<file path="src/rtl/fetch_stage.sv">
// Instruction fetch stage: four-state FSM that requests one instruction per PC,
// holds it until decode accepts, and handles redirects including in-flight drains.
module fetch_stage #(
  parameter logic [31:0] RESET_PC = 32'h0000_0000
) (
  input  logic        i_clk,
  input  logic        i_reset,
  input  logic [31:0] i_new_pc,
  input  logic        i_redirect_valid,
  input  logic [31:0] i_redirect_pc,
  output logic        o_imem_req,
  output logic [31:0] o_imem_addr,
  input  logic        i_imem_ack,
  input  logic [31:0] i_imem_rdata,
  output logic [31:0] o_pc,
  output logic [31:0] o_instruction,
  output logic        o_instr_valid,
  input  logic        i_id_ready,
  output logic        o_align_err,
  output logic [31:0] o_instr_count
);

  typedef enum logic [1:0] {
    S_IDLE  = 2'd0,
    S_REQ   = 2'd1,
    S_HOLD  = 2'd2,
    S_DRAIN = 2'd3
  } state_t;

  state_t      r_state;
  state_t      w_next_state;
  logic [31:0] r_pc;
  logic [31:0] r_addr_q;
  logic [31:0] r_instruction;
  logic        r_instr_valid;
  logic        r_align_err;
  logic [31:0] r_instr_count;

  logic        w_accept;
  logic        w_pc_load;
  logic [31:0] w_pc_src;

  function automatic logic [31:0] align_pc(input logic [31:0] addr);
    return {addr[31:2], 2'b00};
  endfunction

  function automatic logic is_misaligned(input logic [31:0] addr);
    return (addr[1:0] != 2'b00);
  endfunction

  always_ff @(posedge i_clk or posedge i_reset) begin
    if (i_reset) begin
      r_state <= S_IDLE;
    end else begin
      r_state <= w_next_state;
    end
  end

  // Redirect outranks everything; a redirect racing an ack drops the data.
  always_comb begin
    w_next_state = r_state;
    case (r_state)
      S_IDLE:  w_next_state = i_redirect_valid ? S_IDLE : S_REQ;
      S_REQ: begin
        if (i_redirect_valid) begin
          w_next_state = i_imem_ack ? S_IDLE : S_DRAIN;
        end else begin
          w_next_state = i_imem_ack ? S_HOLD : S_REQ;
        end
      end
      S_HOLD:  w_next_state = (i_redirect_valid || i_id_ready) ? S_IDLE : S_HOLD;
      S_DRAIN: w_next_state = i_imem_ack ? S_IDLE : S_DRAIN;
      default: w_next_state = S_IDLE;
    endcase
  end

  always_comb begin
    o_imem_req = 1'b0;
    case (r_state)
      S_REQ, S_DRAIN: o_imem_req = 1'b1;
      S_IDLE, S_HOLD: o_imem_req = 1'b0;
      default:        o_imem_req = 1'b0;
    endcase
  end

  always_comb begin
    w_accept  = (r_state == S_HOLD) && i_id_ready && !i_redirect_valid;
    w_pc_load = i_redirect_valid || w_accept;
    if (i_redirect_valid) begin
      w_pc_src = i_redirect_pc;
    end else begin
      w_pc_src = i_new_pc;
    end
  end

  always_ff @(posedge i_clk or posedge i_reset) begin
    if (i_reset) begin
      r_pc          <= RESET_PC;
      r_addr_q      <= RESET_PC;
      r_instruction <= 32'h0000_0000;
      r_instr_valid <= 1'b0;
      r_align_err   <= 1'b0;
      r_instr_count <= 32'h0000_0000;
    end else begin
      if (w_pc_load) begin
        r_pc <= align_pc(w_pc_src);
        if (is_misaligned(w_pc_src)) begin
          r_align_err <= 1'b1;
        end
      end
      if (w_accept) begin
        r_instr_count <= r_instr_count + 32'd1;
      end
      if (r_state == S_IDLE && !i_redirect_valid) begin
        r_addr_q <= r_pc;
      end
      if (r_state == S_REQ && i_imem_ack && !i_redirect_valid) begin
        r_instruction <= i_imem_rdata;
        r_instr_valid <= 1'b1;
      end else if (r_state == S_HOLD && (i_redirect_valid || i_id_ready)) begin
        r_instr_valid <= 1'b0;
      end
    end
  end

  assign o_imem_addr   = r_addr_q;
  assign o_pc          = r_pc;
  assign o_instruction = r_instruction;
  assign o_instr_valid = r_instr_valid;
  assign o_align_err   = r_align_err;
  assign o_instr_count = r_instr_count;

endmodule
</file>
<file path="config.mk">
export PLATFORM = sky130hd
export DESIGN_NAME = fetch_stage
export DESIGN_NICKNAME = d
export VERILOG_FILES = /design/src/rtl/fetch_stage.sv
export SDC_FILE = /design/constraint.sdc
export NUM_CORES = 1
export LEC_CHECK = 0
export ABC_AREA = 0
export CORE_ASPECT_RATIO = 0.7
export CORE_MARGIN = 2
export CORE_UTILIZATION = 39
export DETAILED_ROUTE_END_ITERATION = 8
export GPL_TIMING_DRIVEN = 0
export MAX_ROUTING_LAYER = met4
export PLACE_DENSITY = 0.76
export SYNTH_ARGS = -nofsm -noshare
export SYNTH_HDL_FRONTEND = slang
export SYNTH_SLANG_ARGS = --single-unit
</file>
<file path="constraint.sdc">
create_clock -name i_clk -period 4.15 [get_ports i_clk]
set_input_delay 0.83 -clock i_clk [delete_from_list [all_inputs] [get_ports i_clk]]
set_output_delay 0.83 -clock i_clk [all_outputs]
set_load 0.02 [all_outputs]
</file>
==> results by group, run 1 <==
Yosys
  • Cell accounting for the most synthesized area: dfrtp_1
  • Post-synthesis cell type count: 37
  • Synthesis-stage register bit count: 128
  • Register area share after synthesis: between 50 and 60%
  • Area fraction of the dominant cell type after synthesis: between 50 and 60%
  • Synth area leaders: dfrtp_1 58%, mux2_2 12%, mux2i_1 5.6%, xor2_1 3.0%, a21oi_1 2.8%
  • Mapped Avg Cell Area: 12.6 um^2
  • Synth Instances: 436
  • Cell area after synthesis: 5500 um^2
  • Ys Warns: 0

CTS
  • H-tree lvl count: 4
  • Clock latency reported for the late side of the worst-skew pair: 0.40 ns
  • # resized after CTS: 0
  • CTS clk-pin slew, worst paths: 0.06 ns
  • CTS Buffer Depth: 2
  • Hold buffer count at CTS: 0
  • Setup bufs post-CTS: 0
  • Clock sinks: 128
  • Root buffer cell: clkbuf_16
  • CTS tree: built
  • Clock buffer count from CTS: 17

Die
  • Die span in x: 146 um
  • Core area: between 10000 and 15000 um^2
  • IO Count: 232
  • Site Rows: 36
  • Die height: 103 um
  • Initial Util: roughly two fifths
  • Die area: 15100 um^2

Setup path
  • Critical path startpoint category: flip-flop
  • Required time worst endpoint: 3.32 ns
  • Slowest stage delay, CP: a little over 0.6 ns
  • CP Max Fanout: 10
  • Arrival @ worst endpoint: between 1.5 and 2 ns
  • Setup Crit Path Kind: reg -> out
  • Top cell by count, worst path: clkbuf_1
  • Critical path cell sequence: clkbuf_1 > clkbuf_1 > clkdlybuf4s50_1
  • CP top delay family: buffers and inverters
  • Setup crit end kind: output port
  • R2r worst-path depth: 5
  • CP max-delay cell: clkdlybuf4s50_1
  • WP buf/inv: 3
  • Number of cells on the critical path: 3

Place
  • PortBufs: 227
  • Dpl cell area: just over 8000 um^2
  • DP HPWL: ~11000 um
  • Routability-driven placement congestion ratio: 0.841

Min path
  • Hold crit path type: reg -> reg
  • Cell depth of the worst hold path: 1

Finish
  • Most common cell after layout, fill and taps aside: clkdlybuf4s50_1
  • Nets: 792
  • ANT cells: 0
  • Layout cells sized above 1: 16.8%
  • Area Growth Syn to Fin: 59.2%
  • Fin area: 8760 um^2
  • Most frequent cells in the layout: 227 x clkdlybuf4s50_1, 128 x dfrtp_1, 61 x mux2_2
  • Layout Utilization: 63.3%

Detailed routing
  • DR DRC count: 0
  • Post-DR wirelength/cell: 16.8 um
  • Vias: 4353
  • Post-route ant nets: 0
  • Vias per cell: 4.89
  • First-pass DRT Iterations: 4
  • Starting DRC count in detailed routing: 130
  • Total routed wirelength: 15000 um

Power and ir drop
  • LEAKAGE: 3.77 nW
  • Worst ir drop on vdd: 267 uV
  • Power Density: 648 nW/um^2

Run
  • Max cap viols: 0

Timing
  • Final clock skew: 0.0122 ns
  • Minimum clock period: roughly 2.7 ns
  • Period utilization: between 60 and 70%
  • Final Max Slew Viols: 0
  • F_max: 0.374 GHz
  • Endpoints failing setup: 0
  • Slew HR: 49.3%
  • Number of hold violations in the final report: 0
  • Setup TNS: 0 ns
  • Slew @ Worst Pin: 0.761 ns
  • Unrepaired setup endpoints after global routing: no

Global routing
  • First-pass GRT wire length: 23400 um
  • Total GRT Usage: between 20% and 30%
  • Initial antenna violation count: 0
  • Largest net degree at the start of global routing: between 40 and 50
  • Total grt overflow: 0
  • Vias in the first global route: 4374

Outcome
  • Status: completed
final timing paths:
kind                                        start                 to  slack, ns
worst max-delay path                   r_state[0]         o_imem_req       1.48
worst min-delay path            o_instr_count[31]  o_instr_count[31]       0.48
worst max register to register         r_state[0]           o_pc[12]       2.27
worst min register to register  o_instr_count[31]  o_instr_count[31]       0.48
max in group asynchronous                 i_reset     o_imem_addr[9]       2.67
min in group asynchronous                 i_reset   o_instruction[2]       0.86
worst register-to-register path, stage by stage, from the launching register on:
cell,delay [ns]
dfrtp_1,0.41
clkbuf_1,0.22
o21ai_1,0.48
clkbuf_1,0.45
nor2_1,0.08
a21oi_1,0.16
area by class of cell:
type | instances | area [um^2]
Clock inverter | 11 | 200
Buffer | 25 | 143
Clock buffer | 21 | 470
Multi-Input combinational cell | 281 | 2150
Timing Repair Buffer | 230 | 2330
Inverter | 5 | 22.5
Sequential cell | 128 | 3200
Fill cell | 1079 | 5070
Tap cell | 190 | 238
where the power goes:
part	internal, W	switching (W)	total [W]
clock network	0.00112	0.000551	0.00167
registers	0.00164	0.000235	0.00188
logic	0.00111	0.00101	0.00213
total	0.00388	0.00180	0.00568
per-stage QoR:
stage | power (W) | hold slack, ns | setup WS, ns | cells
6_report | 0.00568 | 0.483 | 1.48 | 891
4_1_cts | 0.00574 | 0.486 | 1.44 | 891
3_3_place_gp | 0.00397 | 0.459 | 0.614 | 856
5_1_grt | 0.00595 | 0.505 | 1.36 | 891
3_5_place_dp | 0.00404 | 0.464 | 1.28 | 859
2_1_floorplan | 0.00294 | 0.551 | 1.74 | 439
logic make-up (layout without fill, tap and decap cells):
| group | after synthesis | count (layout) | synth area share (%) |
|---|---|---|---|
| AOI/OAI and AO/OA | 40 | 40 | 3.73 |
| DFF | 128 | 128 | 58.2 |
| xor gates and xnor gates | 31 | 31 | 4.93 |
| muxes | 94 | 94 | 18.5 |
| buffers and inverters | 30 | 292 | 2.93 |
| other | 1 | 4 | 0.0681 |
| adders and majority gates | 3 | 3 | 0.682 |
| and+or+nand+nor | 109 | 109 | 10.9 |
registers in the layout, summed over array words and instances, names as in the netlist:
name           count
o_align_err        1
o_imem_addr       30
o_instr_count     32
o_instr_valid      1
o_instruction     32
o_pc              30
r_state            2
cell usage after synthesis, drive strengths merged:
| library cell | instances |
|---|---|
| nor2 | 36 |
| xnor2 | 12 |
| and3 | 6 |
| a21oi | 31 |
| clkbuf | 8 |
| buf | 17 |
| xor2 | 19 |
| and4bb | 1 |
| nand3 | 9 |
| dfrtp | 128 |
| and4 | 9 |
| mux2 | 63 |
| nand4 | 8 |
| and2 | 3 |
| ha | 3 |
| o22ai | 1 |
| conb | 1 |
| mux2i | 31 |
| nor3 | 10 |
| o21a | 1 |
| o21ai | 6 |
| a31oi | 1 |
| inv | 5 |
| nand2 | 19 |
| nor4 | 7 |
| nand3b | 1 |
metal layers:
| metal | vias up | global-route usage (%) | part of all wire, % | routed length (um) |
|---|---|---|---|---|
| met2 | 137 | 32.0 | 48 | 7190 |
| met4 | 0 | 5.90 | 0.29 | 44 |
| met3 | 4 | 4.74 | 5.6 | 833 |
| met1 | 2178 | 27.0 | 46 | 6900 |
| met5 | - | - | 0 | 0 |
| li1 | 2034 | - | - | - |
Power figures use the tool's default switching activity.
==> run 2, diff against run 1 <==
- CORE_UTILIZATION: 39 -> 40
- PLACE_DENSITY: 0.76 -> 0.75
- clock period: 4.15 -> 2.7 ns (I/O delays scaled with it)
==> results by group, run 2 (synthesized netlist as in run 1, its figures left out) <==
Detailed routing
  • Vias: ~4300
  • Vias per cell: 4.91
  • Total routed wirelength: around 15000 um
  • Starting DRC count in detailed routing: 207
  • First-pass DRT Iterations: 4
  • DR DRC count: 0
  • Post-DR wirelength/cell: roughly 17 um
  • Post-route ant nets: 0

Min path
  • Hold crit path type: reg -> reg
  • Worst Hold Path EP: o_instr_count[31]
  • Hold_sp: o_instr_count[31]
  • Cell depth of the worst hold path: 1

Die
  • Site Rows: 35
  • Die height: 102 um
  • Initial Util: 41.3%
  • Core area: 13300 um^2
  • Die area: about 15000 um^2
  • IO Count: 232
  • Die span in x: ~140 um

Setup path
  • Worst r2r dst: o_pc[22]
  • Setup Crit Path Kind: reg -> out
  • Critical path startpoint category: flip-flop
  • Worst R2R Setup Slack: about 0.82 ns
  • Setup crit end kind: output port
  • Worst R2R Start: r_state[0]
  • R2r worst-path depth: 5
  • CP Max Fanout: 10
  • Required time worst endpoint: 2.16 ns
  • Arrival @ worst endpoint: between 1.5 and 2 ns

Finish
  • Layout Utilization: 65.4%
  • Nets: 792
  • Fin area: 8710 um^2
  • Area Growth Syn to Fin: 58.3%
  • Most common cell after layout, fill and taps aside: clkdlybuf4s50_1
  • ANT cells: 0
  • Layout cells sized above 1: between 15 and 20%
  • Most frequent cells in the layout: 227 x clkdlybuf4s50_1, 128 x dfrtp_1, 61 x mux2_2
  • Fill cells: 1077

Timing
  • Period utilization: 88.9%
  • Slack of the critical path: 0.299 ns
  • Number of hold violations in the final report: 0
  • Setup TNS: 0 ns
  • Hold WS: 0.488 ns
  • Slew HR: 53.8%
  • Unrepaired setup endpoints after global routing: no
  • Endpoints failing setup: 0
  • Final clock skew: 0.0100 ns
  • Final Max Slew Viols: 0
  • Slew @ Worst Pin: 0.694 ns
  • Minimum clock period: roughly 2.4 ns
  • F_max: approximately 0.42 GHz

Place
  • PortBufs: 227
  • Post-placement setup slack: about 0.053 ns
  • Routability-driven placement congestion ratio: 0.863
  • DP HPWL: 11400 um
  • Dpl cell area: 8080 um^2

CTS
  • H-tree lvl count: 4
  • CTS Buffer Depth: 2
  • CTS clk-pin slew, worst paths: 0.05 ns
  • Clock buffer count from CTS: 17
  • # resized after CTS: 0
  • CTS tree: built
  • Clock sinks: 128
  • Setup bufs post-CTS: 0
  • Hold buffer count at CTS: 0
  • Root buffer cell: clkbuf_16
  • Clock latency reported for the late side of the worst-skew pair: 0.40 ns

Global routing
  • Vias in the first global route: 4493
  • Total GRT Usage: 21.4%
  • First-pass GRT wire length: 23400 um
  • Total grt overflow: 0
  • Initial antenna violation count: 0
  • Largest net degree at the start of global routing: 45

Power and ir drop
  • LEAKAGE: 3.74 nW
  • Power Density: 985 nW/um^2
  • Worst ir drop on vdd: 589 uV

Outcome
  • Status: completed

Run
  • Max cap viols: 0
run 2: changes by cell type in the layout (fill, tap and decap cells not counted), sizes merged:
cell,delta
clkbuf,-2
clkinvlp,+2
inv,-1
clkinv,+1
bufinv,-1
run 2: layout make-up:
cell class	count	area [um^2]	area share [%]
Sequential cell	128	3200	36.8
Multi-Input combinational cell	281	2150	24.7
Clock buffer	19	443	5.09
Timing Repair Buffer	230	2330	26.8
Clock inverter	12	185	2.13
Tap cell	185	231	2.66
Buffer	25	143	1.64
Inverter	5	22.5	0.259
run 2: where the power goes:
group	internal [W]	switching (W)
Combinational	0.00171	0.00156
Sequential	0.00253	0.000359
Clock	0.00157	0.000842
run 2: worst max-delay path by stage:
stage | to | slack (ns) | from
final | o_imem_req | 0.30 | r_state[0]
after global routing | o_imem_req | 0.21 | r_state[0]
after CTS | o_imem_req | 0.28 | r_state[0]
after detailed placement | o_pc[8] | 0.05 | i_redirect_valid
after global placement | o_imem_addr[7] | -0.56 | i_reset
after floorplan | o_align_err | 0.58 | i_reset
run 2: metal layers:
metal,GRT usage [%],wire length [um],vias up
li1,-,-,2030
met1,26.8,6610,2135
met2,33.6,6950,172
met3,7.22,1400,10
met4,5.60,153,0
met5,-,0,-
run 2: worst max-delay path: stages, from the launching register on:
cell and delay, ns:
dfrtp_1 0.39, clkbuf_1 0.31, clkbuf_1 0.16, clkdlybuf4s50_1 0.61
run 2: per-stage QoR:
step | std cells | total power [W]
after detailed placement | 854 | 0.00623
after floorplan | 439 | 0.00452
after global routing | 885 | 0.00901
after global placement | 851 | 0.00612
after CTS | 885 | 0.00867
final | 885 | 0.00858
==> run 3, diff against run 2 <==
- CAP_MARGIN: unset -> 20
==> results by group, run 3 (synthesized netlist as in run 1, its figures left out) <==
Place
  • PortBufs: 227
  • Routability-driven placement congestion ratio: 0.863
  • Post-Place Cells: approximately 850
  • DP HPWL: 11400 um
  • Dpl cell area: 8080 um^2

Global routing
  • Total GRT Usage: 21.4%
  • Initial antenna violation count: 0
  • Total grt overflow: 0
  • Vias in the first global route: ~4500
  • Largest net degree at the start of global routing: 45
  • First-pass GRT wire length: 23400 um

CTS
  • # resized after CTS: 0
  • Setup bufs post-CTS: 0
  • Hold buffer count at CTS: 0
  • Clock latency reported for the late side of the worst-skew pair: 0.40 ns
  • CTS Buffer Depth: 2
  • Root buffer cell: clkbuf_16
  • Clock sinks: 128
  • Clock buffer count from CTS: 17
  • CTS tree: built
  • CTS clk-pin slew, worst paths: 0.05 ns
  • H-tree lvl count: 4

Timing
  • Slew @ Worst Pin: between 0.6 and 0.7 ns
  • Slew HR: 53.8%
  • Endpoints failing setup: 0
  • F_max: 0.417 GHz
  • Minimum clock period: 2.40 ns
  • Final clock skew: 0.0100 ns
  • Unrepaired setup endpoints after global routing: no
  • Period utilization: 88.9%
  • Final Max Slew Viols: 0
  • Number of hold violations in the final report: 0
  • Setup TNS: 0 ns
  • Hold WS: between 0.4 and 0.5 ns

Die
  • Core area: 13300 um^2
  • Initial Util: 41.3%
  • Die height: approximately 100 um
  • Die area: about 15000 um^2
  • IO Count: 232
  • Die span in x: 144 um
  • Site Rows: 35

Detailed routing
  • Post-route ant nets: 0
  • Post-DR wirelength/cell: between 15 and 20 um
  • DR DRC count: 0
  • Vias per cell: 4.91
  • First-pass DRT Iterations: 4
  • Starting DRC count in detailed routing: 207
  • Vias: 4347
  • Total routed wirelength: 15100 um

Setup path
  • Setup crit end kind: output port
  • Required time worst endpoint: ~2.2 ns
  • Setup Crit Path Kind: reg -> out
  • Arrival @ worst endpoint: 1.86 ns
  • Critical path startpoint category: flip-flop
  • CP Max Fanout: 10

Finish
  • Fill cells: 1077
  • Layout cells sized above 1: 16.7%
  • Reg area: 3200 um^2
  • Area Growth Syn to Fin: 58.3%
  • Fin area: roughly 8700 um^2
  • ANT cells: 0
  • Fin cells: 885
  • Multi-input gate area: 2150 um^2
  • Most common cell after layout, fill and taps aside: clkdlybuf4s50_1
  • Nets: 792
  • Most frequent cells in the layout: 227 x clkdlybuf4s50_1, 128 x dfrtp_1, 61 x mux2_2

Run
  • Max cap viols: 0

Power and ir drop
  • Worst ir drop on vdd: a little under 600 uV
  • Post-layout power: 0.00858 W
  • Power Density: 985 nW/um^2
  • LEAKAGE: 3.74 nW

Outcome
  • Status: completed

Min path
  • Hold crit path type: reg -> reg
run 3: cell counts in the layout (fill, tap and decap cells not counted):
Identical to the previous run, type by type.
run 3: worst paths after layout:
path	to	depth (start not counted)	from	slack [ns]
max in group asynchronous	o_imem_addr[6]	4	i_reset	1.40
min in group asynchronous	o_instr_count[13]	2	i_reset	0.52
min reg2reg	o_instr_count[31]	1	o_instr_count[31]	0.49
max reg2reg	o_pc[22]	5	r_state[0]	0.82
min	o_instr_count[31]	1	o_instr_count[31]	0.49
max	o_imem_req	3	r_state[0]	0.30
run 3: metrics by stage:
stage | util, % | worst slack [ns]
2_1_floorplan | - | 0.579
3_3_place_gp | 60.3 | -0.556
3_5_place_dp | 60.7 | 0.0526
4_1_cts | 65.4 | 0.281
5_1_grt | 65.4 | 0.211
6_report | 65.4 | 0.299
run 3: area by class of cell:
cell class,instances,share of cell area [%]
clock inverter,12,2.13
clock buffer,19,5.09
inverter,5,0.259
multi-input combinational,281,24.7
sequential,128,36.8
tap,185,2.66
timing repair buffer,230,26.8
buffer,25,1.64
run 3: worst max-delay path: stages (launching register included):
cell and delay (ns):
dfrtp_1 0.39, clkbuf_1 0.31, clkbuf_1 0.16, clkdlybuf4s50_1 0.61
run 3: report_power, final:
part           internal [W]  switching (W)  total, W
clock               0.00157       0.000842   0.00241
combinational       0.00171        0.00156   0.00328
sequential          0.00253       0.000359   0.00289
total               0.00581        0.00276   0.00858
run 3: routing by layer:
layer  up-vias  GRT usage, %  part of all wire (%)
met5         -             -                     0
met4         0          5.60                   1.0
met3        10          7.22                   9.3
met2       172          33.6                    46
met1      2135          26.8                    44
li1       2030             -                     -
